===== src/rtl/decode_stage.sv =====
// rtl/decode_stage.sv - RV32I/RV64I decoder with a DEPTH-entry output buffer
// Optional perf counters: define DECODE_PERF_CNT_EN.
module decode_stage #(
   parameter int XLEN  = 64,
   parameter int DEPTH = 2
) (
   input  logic            clk,
   input  logic            rst_n,
   input  logic            flush,
   input  logic            in_valid,
   output logic            in_ready,
   input  logic [31:0]     in_instr,
   input  logic [XLEN-1:0] in_pc,
   output logic            out_valid,
   input  logic            out_ready,
   output logic [XLEN-1:0] out_pc,
   output logic [2:0]      out_fmt,
   output logic [4:0]      out_rs1,
   output logic [4:0]      out_rs2,
   output logic [4:0]      out_rd,
   output logic [2:0]      out_funct3,
   output logic [6:0]      out_funct7,
   output logic [XLEN-1:0] out_imm,
   output logic            out_illegal
`ifdef DECODE_PERF_CNT_EN
   ,
   output logic [31:0]     perf_decoded,
   output logic [31:0]     perf_illegal
`endif
);

   localparam int CW = $clog2(DEPTH) + 1;
   localparam int PW = (DEPTH > 1) ? $clog2(DEPTH) : 1;
   localparam logic [CW-1:0] FULL_C = CW'(DEPTH);
   localparam logic [PW-1:0] LAST_C = PW'(DEPTH - 1);

   localparam logic [2:0] FMT_R   = 3'd0;
   localparam logic [2:0] FMT_I   = 3'd1;
   localparam logic [2:0] FMT_S   = 3'd2;
   localparam logic [2:0] FMT_SB  = 3'd3;
   localparam logic [2:0] FMT_U   = 3'd4;
   localparam logic [2:0] FMT_UJ  = 3'd5;
   localparam logic [2:0] FMT_ILL = 3'd7;

   typedef struct packed {
      logic [XLEN-1:0] pc;
      logic [2:0]      fmt;
      logic [4:0]      rs1;
      logic [4:0]      rs2;
      logic [4:0]      rd;
      logic [2:0]      funct3;
      logic [6:0]      funct7;
      logic [XLEN-1:0] imm;
      logic            illegal;
   } entry_t;

   function automatic logic [XLEN-1:0] sext(input logic [31:0] v);
      return XLEN'($signed(v));
   endfunction

   logic [2:0] fmt_w;
   entry_t     dec_d;
   entry_t     mem_q [DEPTH];
   entry_t     head;
   logic [CW-1:0] count_q, count_d;
   logic [PW-1:0] wr_ptr_q, wr_ptr_d, rd_ptr_q, rd_ptr_d;
   logic push, pop;

   always_comb begin
      fmt_w = FMT_ILL;
      case (in_instr[6:0])
         7'b0110011: fmt_w = FMT_R;
         7'b0111011: fmt_w = (XLEN == 64) ? FMT_R : FMT_ILL;
         7'b0010011,
         7'b0000011,
         7'b1100111: fmt_w = FMT_I;
         7'b0011011: fmt_w = (XLEN == 64) ? FMT_I : FMT_ILL;
         7'b0100011: fmt_w = FMT_S;
         7'b1100011: fmt_w = FMT_SB;
         7'b0110111,
         7'b0010111: fmt_w = FMT_U;
         7'b1101111: fmt_w = FMT_UJ;
         default:    fmt_w = FMT_ILL;
      endcase
   end

   // Fields a format lacks stay at the zero default.
   always_comb begin
      dec_d         = '0;
      dec_d.pc      = in_pc;
      dec_d.fmt     = fmt_w;
      dec_d.illegal = (fmt_w == FMT_ILL);
      case (fmt_w)
         FMT_R: begin
            dec_d.rd     = in_instr[11:7];
            dec_d.rs1    = in_instr[19:15];
            dec_d.rs2    = in_instr[24:20];
            dec_d.funct3 = in_instr[14:12];
            dec_d.funct7 = in_instr[31:25];
         end
         FMT_I: begin
            dec_d.rd     = in_instr[11:7];
            dec_d.rs1    = in_instr[19:15];
            dec_d.funct3 = in_instr[14:12];
            dec_d.imm    = sext({{20{in_instr[31]}}, in_instr[31:20]});
         end
         FMT_S: begin
            dec_d.rs1    = in_instr[19:15];
            dec_d.rs2    = in_instr[24:20];
            dec_d.funct3 = in_instr[14:12];
            dec_d.imm    = sext({{20{in_instr[31]}}, in_instr[31:25], in_instr[11:7]});
         end
         FMT_SB: begin
            dec_d.rs1    = in_instr[19:15];
            dec_d.rs2    = in_instr[24:20];
            dec_d.funct3 = in_instr[14:12];
            dec_d.imm    = sext({{20{in_instr[31]}}, in_instr[7], in_instr[30:25],
                                 in_instr[11:8], 1'b0});
         end
         FMT_U: begin
            dec_d.rd     = in_instr[11:7];
            dec_d.imm    = sext({in_instr[31:12], 12'b0});
         end
         FMT_UJ: begin
            dec_d.rd     = in_instr[11:7];
            dec_d.imm    = sext({{12{in_instr[31]}}, in_instr[19:12], in_instr[20],
                                 in_instr[30:21], 1'b0});
         end
         default: ;
      endcase
   end

   assign out_valid = (count_q != '0);
   assign in_ready  = flush | (count_q != FULL_C) | out_ready;
   assign push      = in_valid & in_ready & ~flush;
   assign pop       = out_valid & out_ready & ~flush;

   always_comb begin
      count_d  = count_q;
      wr_ptr_d = wr_ptr_q;
      rd_ptr_d = rd_ptr_q;
      if (flush) begin
         count_d  = '0;
         wr_ptr_d = '0;
         rd_ptr_d = '0;
      end else begin
         if (push) wr_ptr_d = (wr_ptr_q == LAST_C) ? '0 : wr_ptr_q + 1'b1;
         if (pop)  rd_ptr_d = (rd_ptr_q == LAST_C) ? '0 : rd_ptr_q + 1'b1;
         if (push && !pop)      count_d = count_q + 1'b1;
         else if (pop && !push) count_d = count_q - 1'b1;
      end
   end

   always_ff @(posedge clk or negedge rst_n) begin
      if (!rst_n) begin
         count_q  <= '0;
         wr_ptr_q <= '0;
         rd_ptr_q <= '0;
         for (int i = 0; i < DEPTH; i++) mem_q[i] <= '0;
      end else begin
         count_q  <= count_d;
         wr_ptr_q <= wr_ptr_d;
         rd_ptr_q <= rd_ptr_d;
         if (push) mem_q[wr_ptr_q] <= dec_d;
      end
   end

   assign head        = out_valid ? mem_q[rd_ptr_q] : '0;
   assign out_pc      = head.pc;
   assign out_fmt     = head.fmt;
   assign out_rs1     = head.rs1;
   assign out_rs2     = head.rs2;
   assign out_rd      = head.rd;
   assign out_funct3  = head.funct3;
   assign out_funct7  = head.funct7;
   assign out_imm     = head.imm;
   assign out_illegal = head.illegal;

`ifdef DECODE_PERF_CNT_EN
   logic [31:0] perf_decoded_q, perf_illegal_q;

   // Survives flush on purpose; only reset clears the counts.
   always_ff @(posedge clk or negedge rst_n) begin
      if (!rst_n) begin
         perf_decoded_q <= '0;
         perf_illegal_q <= '0;
      end else begin
         if (push && perf_decoded_q != 32'hFFFF_FFFF)
            perf_decoded_q <= perf_decoded_q + 1'b1;
         if (push && dec_d.illegal && perf_illegal_q != 32'hFFFF_FFFF)
            perf_illegal_q <= perf_illegal_q + 1'b1;
      end
   end

   assign perf_decoded = perf_decoded_q;
   assign perf_illegal = perf_illegal_q;
`endif

endmodule


===== config.mk =====
export PLATFORM = sky130hd
export DESIGN_NAME = decode_stage
export DESIGN_NICKNAME = d
export VERILOG_FILES = /design/src/rtl/decode_stage.sv
export SDC_FILE = /design/constraint.sdc
export NUM_CORES = 1
export LEC_CHECK = 0
export ABC_CLOCK_PERIOD_IN_PS = 10200
export CAP_MARGIN = 20
export CORE_MARGIN = 3
export CORE_UTILIZATION = 55
export DETAILED_ROUTE_END_ITERATION = 6
export GPL_ROUTABILITY_DRIVEN = 0
export HOLD_SLACK_MARGIN = 0.12
export PLACE_DENSITY = 0.91
export SLEW_MARGIN = 20
export SYNTH_ARGS = -nofsm -noshare
export SYNTH_HDL_FRONTEND = slang
export SYNTH_SLANG_ARGS = --single-unit

===== constraint.sdc =====
create_clock -name clk -period 10.2 [get_ports clk]
set_input_delay 3.06 -clock clk [delete_from_list [all_inputs] [get_ports clk]]
set_output_delay 3.06 -clock clk [all_outputs]
set_load 0.02 [all_outputs]

==> summary.md, run 1 <==
| Metric | Value |
|---|---|
| Starting Density | 0.567 |
| Post-synth top flop | dfrtp_1 |
| Synth cell types | 58 |
| HP Class | flip-flop to flip-flop |
| DRT Wirelength | 32700 µm |
| DP HPWL | 20700 µm |
| Final ANT Viol Nets | 0 |
| Synth warn | 0 |
| Crit path time final | 7900 ps |
| Worst setup SP type | input pin |
| Cell leakage power | 6.94 nW |
| Via count | 10.1k |
| EDFF count, synth | 0 |
| Kind of critical path | input pin to output port |
| CTS Sinks | 254 |
| Global-route wire length before repair | 53200 µm |
| Synth Net Count | 1395 |
| RSZ-0062 raised after global routing | false |
| Clock Pin Slew Worst Setup and Hold Paths | 60 ps |
| Reg2reg start | count_q[1] |
| Nets | 1580 |
| CP arrival | 4840 ps |
| I/O pins | 260 |
| DR iter-0 viols | 745 |
| Layout cell share with drive strength beyond 1 | 0.0640 |
| Skew-Pair Late Insertion Delay | 530 ps |
| Status | complete, no violations |
| Max-cap violation count | 0 |
| Critical R2R Capture | mem_q[186] |
| Tot Pwr | 2.76 mW |
| Reg2Reg Depth | 5 |
| Critical Path RT | 7140 ps |
| Clk buf depth | 3 |
| Final period util | 0.774 |
| Ant. Diodes | 0 |
| Postcts setup bufs | 0 |
| Worst setup endpoint | in_ready |
| Remaining global-route overflow | 0 |
| Worst Tran Pin Value | 1040 ps |
| Setup violators final | 0 |
| Hold Crit Depth | 2 |
| R2R setup slack | 6940 ps |
| Pwr Density | 178 nW/µm² |
| Crit Path Max Fanout | 7 |
| First-pass DRT Iterations | 7 |
| Clk root buf | clkbuf_16 |
| Slew Viols, Final | 0 |
| TritonCTS Buffers | 27 |
| Die Footprint | 23800 µm² |
| CP Capture Type | output port |
| Post-route core utilization | 0.727 |
| H-tree depth | 1 |
| Die height | 154 µm |
| Clock Skew | 13.5 ps |
| Initial antenna violation count | 0 |
| Peak VDD IR | 0.000140 V |
| CTS tree | yes |
| Core area | 21400 µm² |
| Beginning of the critical path | out_ready |
| Cell Rows | 53 |
| Post-synthesis area per instance | 9.37 µm² |
| Routed len/inst | 18.4 µm |
| Resize count post-CTS | 0 |
| Fmax | 127 MHz |
| # hold bufs at CTS | 0 |
| Port Buf Inserts | 259 |
| Max_slew headroom | 0.307 |
| Drt drc | 0 |
| Register area share after synthesis | 0.525 |
| GRT Resource Usage Total | 0.269 |
| Largest net degree at the start of global routing | 149 |
| DR vias/cell | 5.70 |
| Syn Std Cell Area | 12100 µm² |
| Synth async-reset ratio | 1.00 |
| Vias in the first global route | 10.1k |
| Die X | 154 µm |
| Setup TNS | 0 ps |
| Synthesis-to-layout area growth | 28.0% |
| Yosys reg bits | 254 |
| Fin. Hold Viols | 0 |
| Synth Instances | 1293 |
[final cells by class]
| type | instances | area [µm²] |
|---|---|---|
| inverter | 4 | 15.0 |
| fill | 1465 | 5840 |
| clock inverter | 9 | 82.6 |
| clock buffer | 41 | 828 |
| tap | 275 | 344 |
| multi-input combinational | 919 | 5160 |
| timing repair buffer | 272 | 2730 |
| sequential | 254 | 6360 |
[sequential cells by signal, indices dropped and copies added (netlist names)]
signal and flops:
mem_q 250, count_q 2, rd_ptr_q 1, wr_ptr_q 1
[worst min-delay path by stage]
stage / startpoint / end / slack, ps
after CTS: mem_q[256] / mem_q[256] / 480
after detailed placement: mem_q[256] / mem_q[256] / 460
final: mem_q[132] / mem_q[132] / 470
after global routing: mem_q[312] / mem_q[312] / 490
after global placement: mem_q[279] / mem_q[279] / 460
after floorplan: mem_q[250] / mem_q[250] / 440
[power by group]
| part | internal, mW | leakage [nW] | switching [mW] |
|---|---|---|---|
| Combinational | 0.224 | 3.21 | 0.295 |
| Clock | 0.586 | 0.454 | 0.399 |
| Sequential | 1.17 | 3.27 | 0.0877 |
[synth_stat cells, drive strengths merged (4+ instances only)]
| library cell | count | share of area |
|---|---|---|
| a21oi | 32 | 0.014 |
| mux2i | 126 | 0.10 |
| dfrtp | 254 | 0.52 |
| nor3b | 5 | 0.0049 |
| a22o | 46 | 0.033 |
| clkbuf | 38 | 0.012 |
| inv | 4 | 0.0012 |
| nand2 | 441 | 0.14 |
| a221o | 16 | 0.013 |
| a32o | 17 | 0.014 |
| o21ai | 20 | 0.012 |
| buf | 78 | 0.040 |
| a211oi | 6 | 0.0058 |
| nor2 | 164 | 0.052 |
[worst max-delay path, cell delays in order]
cell and delay, ps:
clkdlybuf4s50_1 500, nor3b_1 530, nand2b_1 170, clkdlybuf4s50_1 570
[per-stage QoR]
step	setup WS [ps]	hold WS [ps]	instance area [µm²]	cells
detailed placement	2310	461	14600	1723
finish	2300	472	15500	1774
CTS	2310	476	15500	1773
global placement	2340	456	14500	1722
floorplan	3550	445	12100	1293
global route	2180	489	15500	1774
[layout by cell type (no fill, tap or decap), drive strengths merged, types with 2 or more instances in the layout]
| master | instances |
|---|---|
| nand2b | 3 |
| nand4b | 2 |
| clkinv | 5 |
| a22oi | 2 |
| inv | 6 |
| a32o | 17 |
| nor3b | 5 |
| or4b | 3 |
| nor3 | 3 |
| nor2 | 164 |
| clkbuf | 41 |
| clkdlybuf4s50 | 258 |
| nand3 | 2 |
| mux2i | 126 |
| xor2 | 3 |
| and4b | 2 |
| mux2 | 2 |
| a22o | 46 |
| o21ai | 20 |
| buf | 14 |
| a211oi | 6 |
| nor2b | 2 |
| a221o | 16 |
| nand2 | 441 |
| or3 | 2 |
| a21oi | 32 |
| dfrtp | 254 |
| o21a | 2 |
| nand3b | 2 |
[layer usage]
metal,GRT usage,vias to the layer above,part of all wire
met3,0.0350,67,0.070
met5,0,-,0
met2,0.447,430,0.49
met1,0.374,4984,0.41
met4,0.0803,0,0.031
li1,-,4630,-
[cells by family after synthesis]
logic type      synth area share
compound gates             0.101
flops                      0.525
xor+xnor                 0.00217
simple gates               0.212
buf+inv                   0.0534
fa+ha+maj                0.00103
mux                        0.106
No activity file was read; power rests on OpenSTA's default activity.
==> run 2: changes to the inputs <==
--- a/config.mk
+++ b/config.mk
@@ -5,14 +5,14 @@
 export SDC_FILE = /design/constraint.sdc
 export NUM_CORES = 1
 export LEC_CHECK = 0
-export ABC_CLOCK_PERIOD_IN_PS = 10200
+export ABC_CLOCK_PERIOD_IN_PS = 6470
 export CAP_MARGIN = 20
 export CORE_MARGIN = 3
-export CORE_UTILIZATION = 55
+export CORE_UTILIZATION = 46
 export DETAILED_ROUTE_END_ITERATION = 6
 export GPL_ROUTABILITY_DRIVEN = 0
 export HOLD_SLACK_MARGIN = 0.12
-export PLACE_DENSITY = 0.91
+export PLACE_DENSITY = 0.81
 export SLEW_MARGIN = 20
 export SYNTH_ARGS = -nofsm -noshare
 export SYNTH_HDL_FRONTEND = slang
==> constraint.sdc (replaced) <==
create_clock -name clk -period 6.47 [get_ports clk]
set_input_delay 1.941 -clock clk [delete_from_list [all_inputs] [get_ports clk]]
set_output_delay 1.941 -clock clk [all_outputs]
set_load 0.02 [all_outputs]
==> run 2 against run 1 <==
Cell count up 3.1%. Sequential share of layout area shrank 0.45 points. Sequential power increased by 58%. Setup slack got worse by 1400 ps. Final area increased by 1.1%. Flip-flop and latch count unchanged. Critical endpoint unchanged. Largest power group unchanged.
==> summary.md, run 2 (synthesis gave the netlist of run 1 again) <==
| Metric | Value |
|---|---|
| Critical Path RT | 4530 ps |
| Clk root buf | clkbuf_16 |
| CP arrival | 3660 ps |
| DRT Wirelength | 33100 µm |
| Remaining global-route overflow | 0 |
| HP Class | flip-flop to flip-flop |
| Reg2reg start | count_q[1] |
| Slew Viols, Final | 0 |
| First-pass DRT Iterations | 5 |
| RSZ-0062 raised after global routing | false |
| Initial antenna violation count | 0 |
| CP Capture Type | output port |
| CTS Sinks | 254 |
| Cell leakage power | 6.98 nW |
| Routed len/inst | 18.1 µm |
| Cell Rows | 58 |
| Status | complete, no violations |
| Combined area of the multi-input logic cells | 5150 µm² |
| Register with the most flip-flops | mem_q |
| Final ANT Viol Nets | 0 |
| Max_slew headroom | 0.318 |
| Biggest regs | mem_q: 250 flops, count_q: 2 flops |
| Worst setup endpoint | in_ready |
| Fin. Hold Viols | 0 |
| Commonest non-fill, non-tap cell in the layout | nand2_1 |
| Final period util | 0.865 |
| Crit Path Max Fanout | 7 |
| Vias in the first global route | 10.2k |
| Kind of critical path | input pin to output port |
| Largest net degree at the start of global routing | 131 |
| Fin Hold WS | 470 ps |
| # fillers | 2105 |
| Worst setup SP type | input pin |
| Commonest non-fill, non-tap cells in the layout | nand2_1, clkdlybuf4s50_1, dfrtp_1 |
| Resize count post-CTS | 0 |
| Nets | 1582 |
| Crit path time final | 5600 ps |
| Die X | 168 µm |
| DR vias/cell | 5.47 |
| Post-route core utilization | 0.614 |
| DP HPWL | 21300 µm |
| Global-route wire length before repair | 53100 µm |
| Tot Pwr | 4.52 mW |
| Via count | 10.0k |
| Ant. Diodes | 0 |
| Beginning of the critical path | out_ready |
| Sequential Power Share | 0.439 |
| Peak VDD IR | 0.000234 V |
| CTS tree | yes |
| Max-cap violation count | 0 |
| Clock share of power | 0.381 |
| Max reg flops | 250 |
| Combinational power share | 0.180 |
| Reg2Reg Depth | 4 |
| Die height | 168 µm |
| TritonCTS Buffers | 27 |
| Setup TNS | 0 ps |
| Skew-Pair Late Insertion Delay | 530 ps |
| Clock Skew | 11.1 ps |
| I/O pins | 260 |
| Setup violators final | 0 |
| DR iter-0 viols | 918 |
| Port Buf Inserts | 259 |
| # hold bufs at CTS | 0 |
| Synthesis-to-layout area growth | 29.5% |
| R2R setup slack | 3680 ps |
| Die Footprint | 28300 µm² |
| Clock Pin Slew Worst Setup and Hold Paths | 60 ps |
| H-tree depth | 1 |
| Clk buf depth | 3 |
| Psw | 1.25 mW |
| Drt drc | 0 |
| Pwr Density | 288 nW/µm² |
| Critical R2R Capture | mem_q[187] |
| Fmax | 179 MHz |
| Core area | 25500 µm² |
| GRT Resource Usage Total | 0.227 |
| Starting Density | 0.474 |
| Sw Ratio | 0.275 |
| Postcts setup bufs | 0 |
| Layout cell share with drive strength beyond 1 | 0.0660 |
| Register area | 6360 µm² |
| Internal power | 3.28 mW |
| Worst Tran Pin Value | 1020 ps |
-- run 2: changes by cell type in the layout (fill, tap and decap cells not counted), sizes merged --
cell,previous run,this run
clkbuf,41,32
bufinv,1,7
clkinvlp,1,3
inv,6,5
buf,14,16
-- run 2: critical path, stage by stage --
cell	delay, ps
clkdlybuf4s50_1	510
nor3b_1	510
nand2b_1	130
clkdlybuf4s50_1	560
-- run 2: per-layer routing --
layer / routed length, µm / up-vias / GRT usage
li1: - / 4650 / -
met1: 14100 / 4908 / 0.311
met2: 15700 / 384 / 0.377
met3: 2210 / 69 / 0.0331
met4: 1030 / 0 / 0.0701
met5: 0 / - / 0
-- run 2: how the worst min path moves through the flow --
stage	startpoint	endpoint	slack, ps	cells after the start
6_report	mem_q[310]	mem_q[310]	470	2
5_1_grt	mem_q[254]	mem_q[254]	490	2
4_1_cts	mem_q[310]	mem_q[310]	480	2
3_5_place_dp	mem_q[310]	mem_q[310]	460	2
3_3_place_gp	mem_q[261]	mem_q[261]	460	2
2_1_floorplan	mem_q[250]	mem_q[250]	440	2
-- run 2: power by group through the flow --
| stage | sequential (mW) | combinational (mW) | clock, mW |
|---|---|---|---|
| 2_1_floorplan | 1.97 | 0.501 | 0 |
| 3_3_place_gp | 2.00 | 0.790 | 0 |
| 3_5_place_dp | 2.01 | 0.812 | 0 |
| 4_1_cts | 1.99 | 0.821 | 1.74 |
| 5_1_grt | 2.02 | 0.905 | 1.81 |
| 6_report | 1.99 | 0.814 | 1.72 |
-- run 2: metrics by stage --
step | cells | worst slack [ps] | cell area (µm²)
after global routing | 1829 | 770 | 15700
after CTS | 1829 | 870 | 15700
after detailed placement | 1781 | 884 | 14700
after floorplan | 1293 | 1780 | 12100
after global placement | 1781 | 923 | 14700
final | 1829 | 874 | 15700
-- run 2: final cells by class --
cell class,instances,share of cell area
multi-input combinational,919,0.328
clock inverter,16,0.0177
timing repair buffer,274,0.175
tap,330,0.0263
inverter,4,0.000957
clock buffer,32,0.0462
sequential,254,0.405
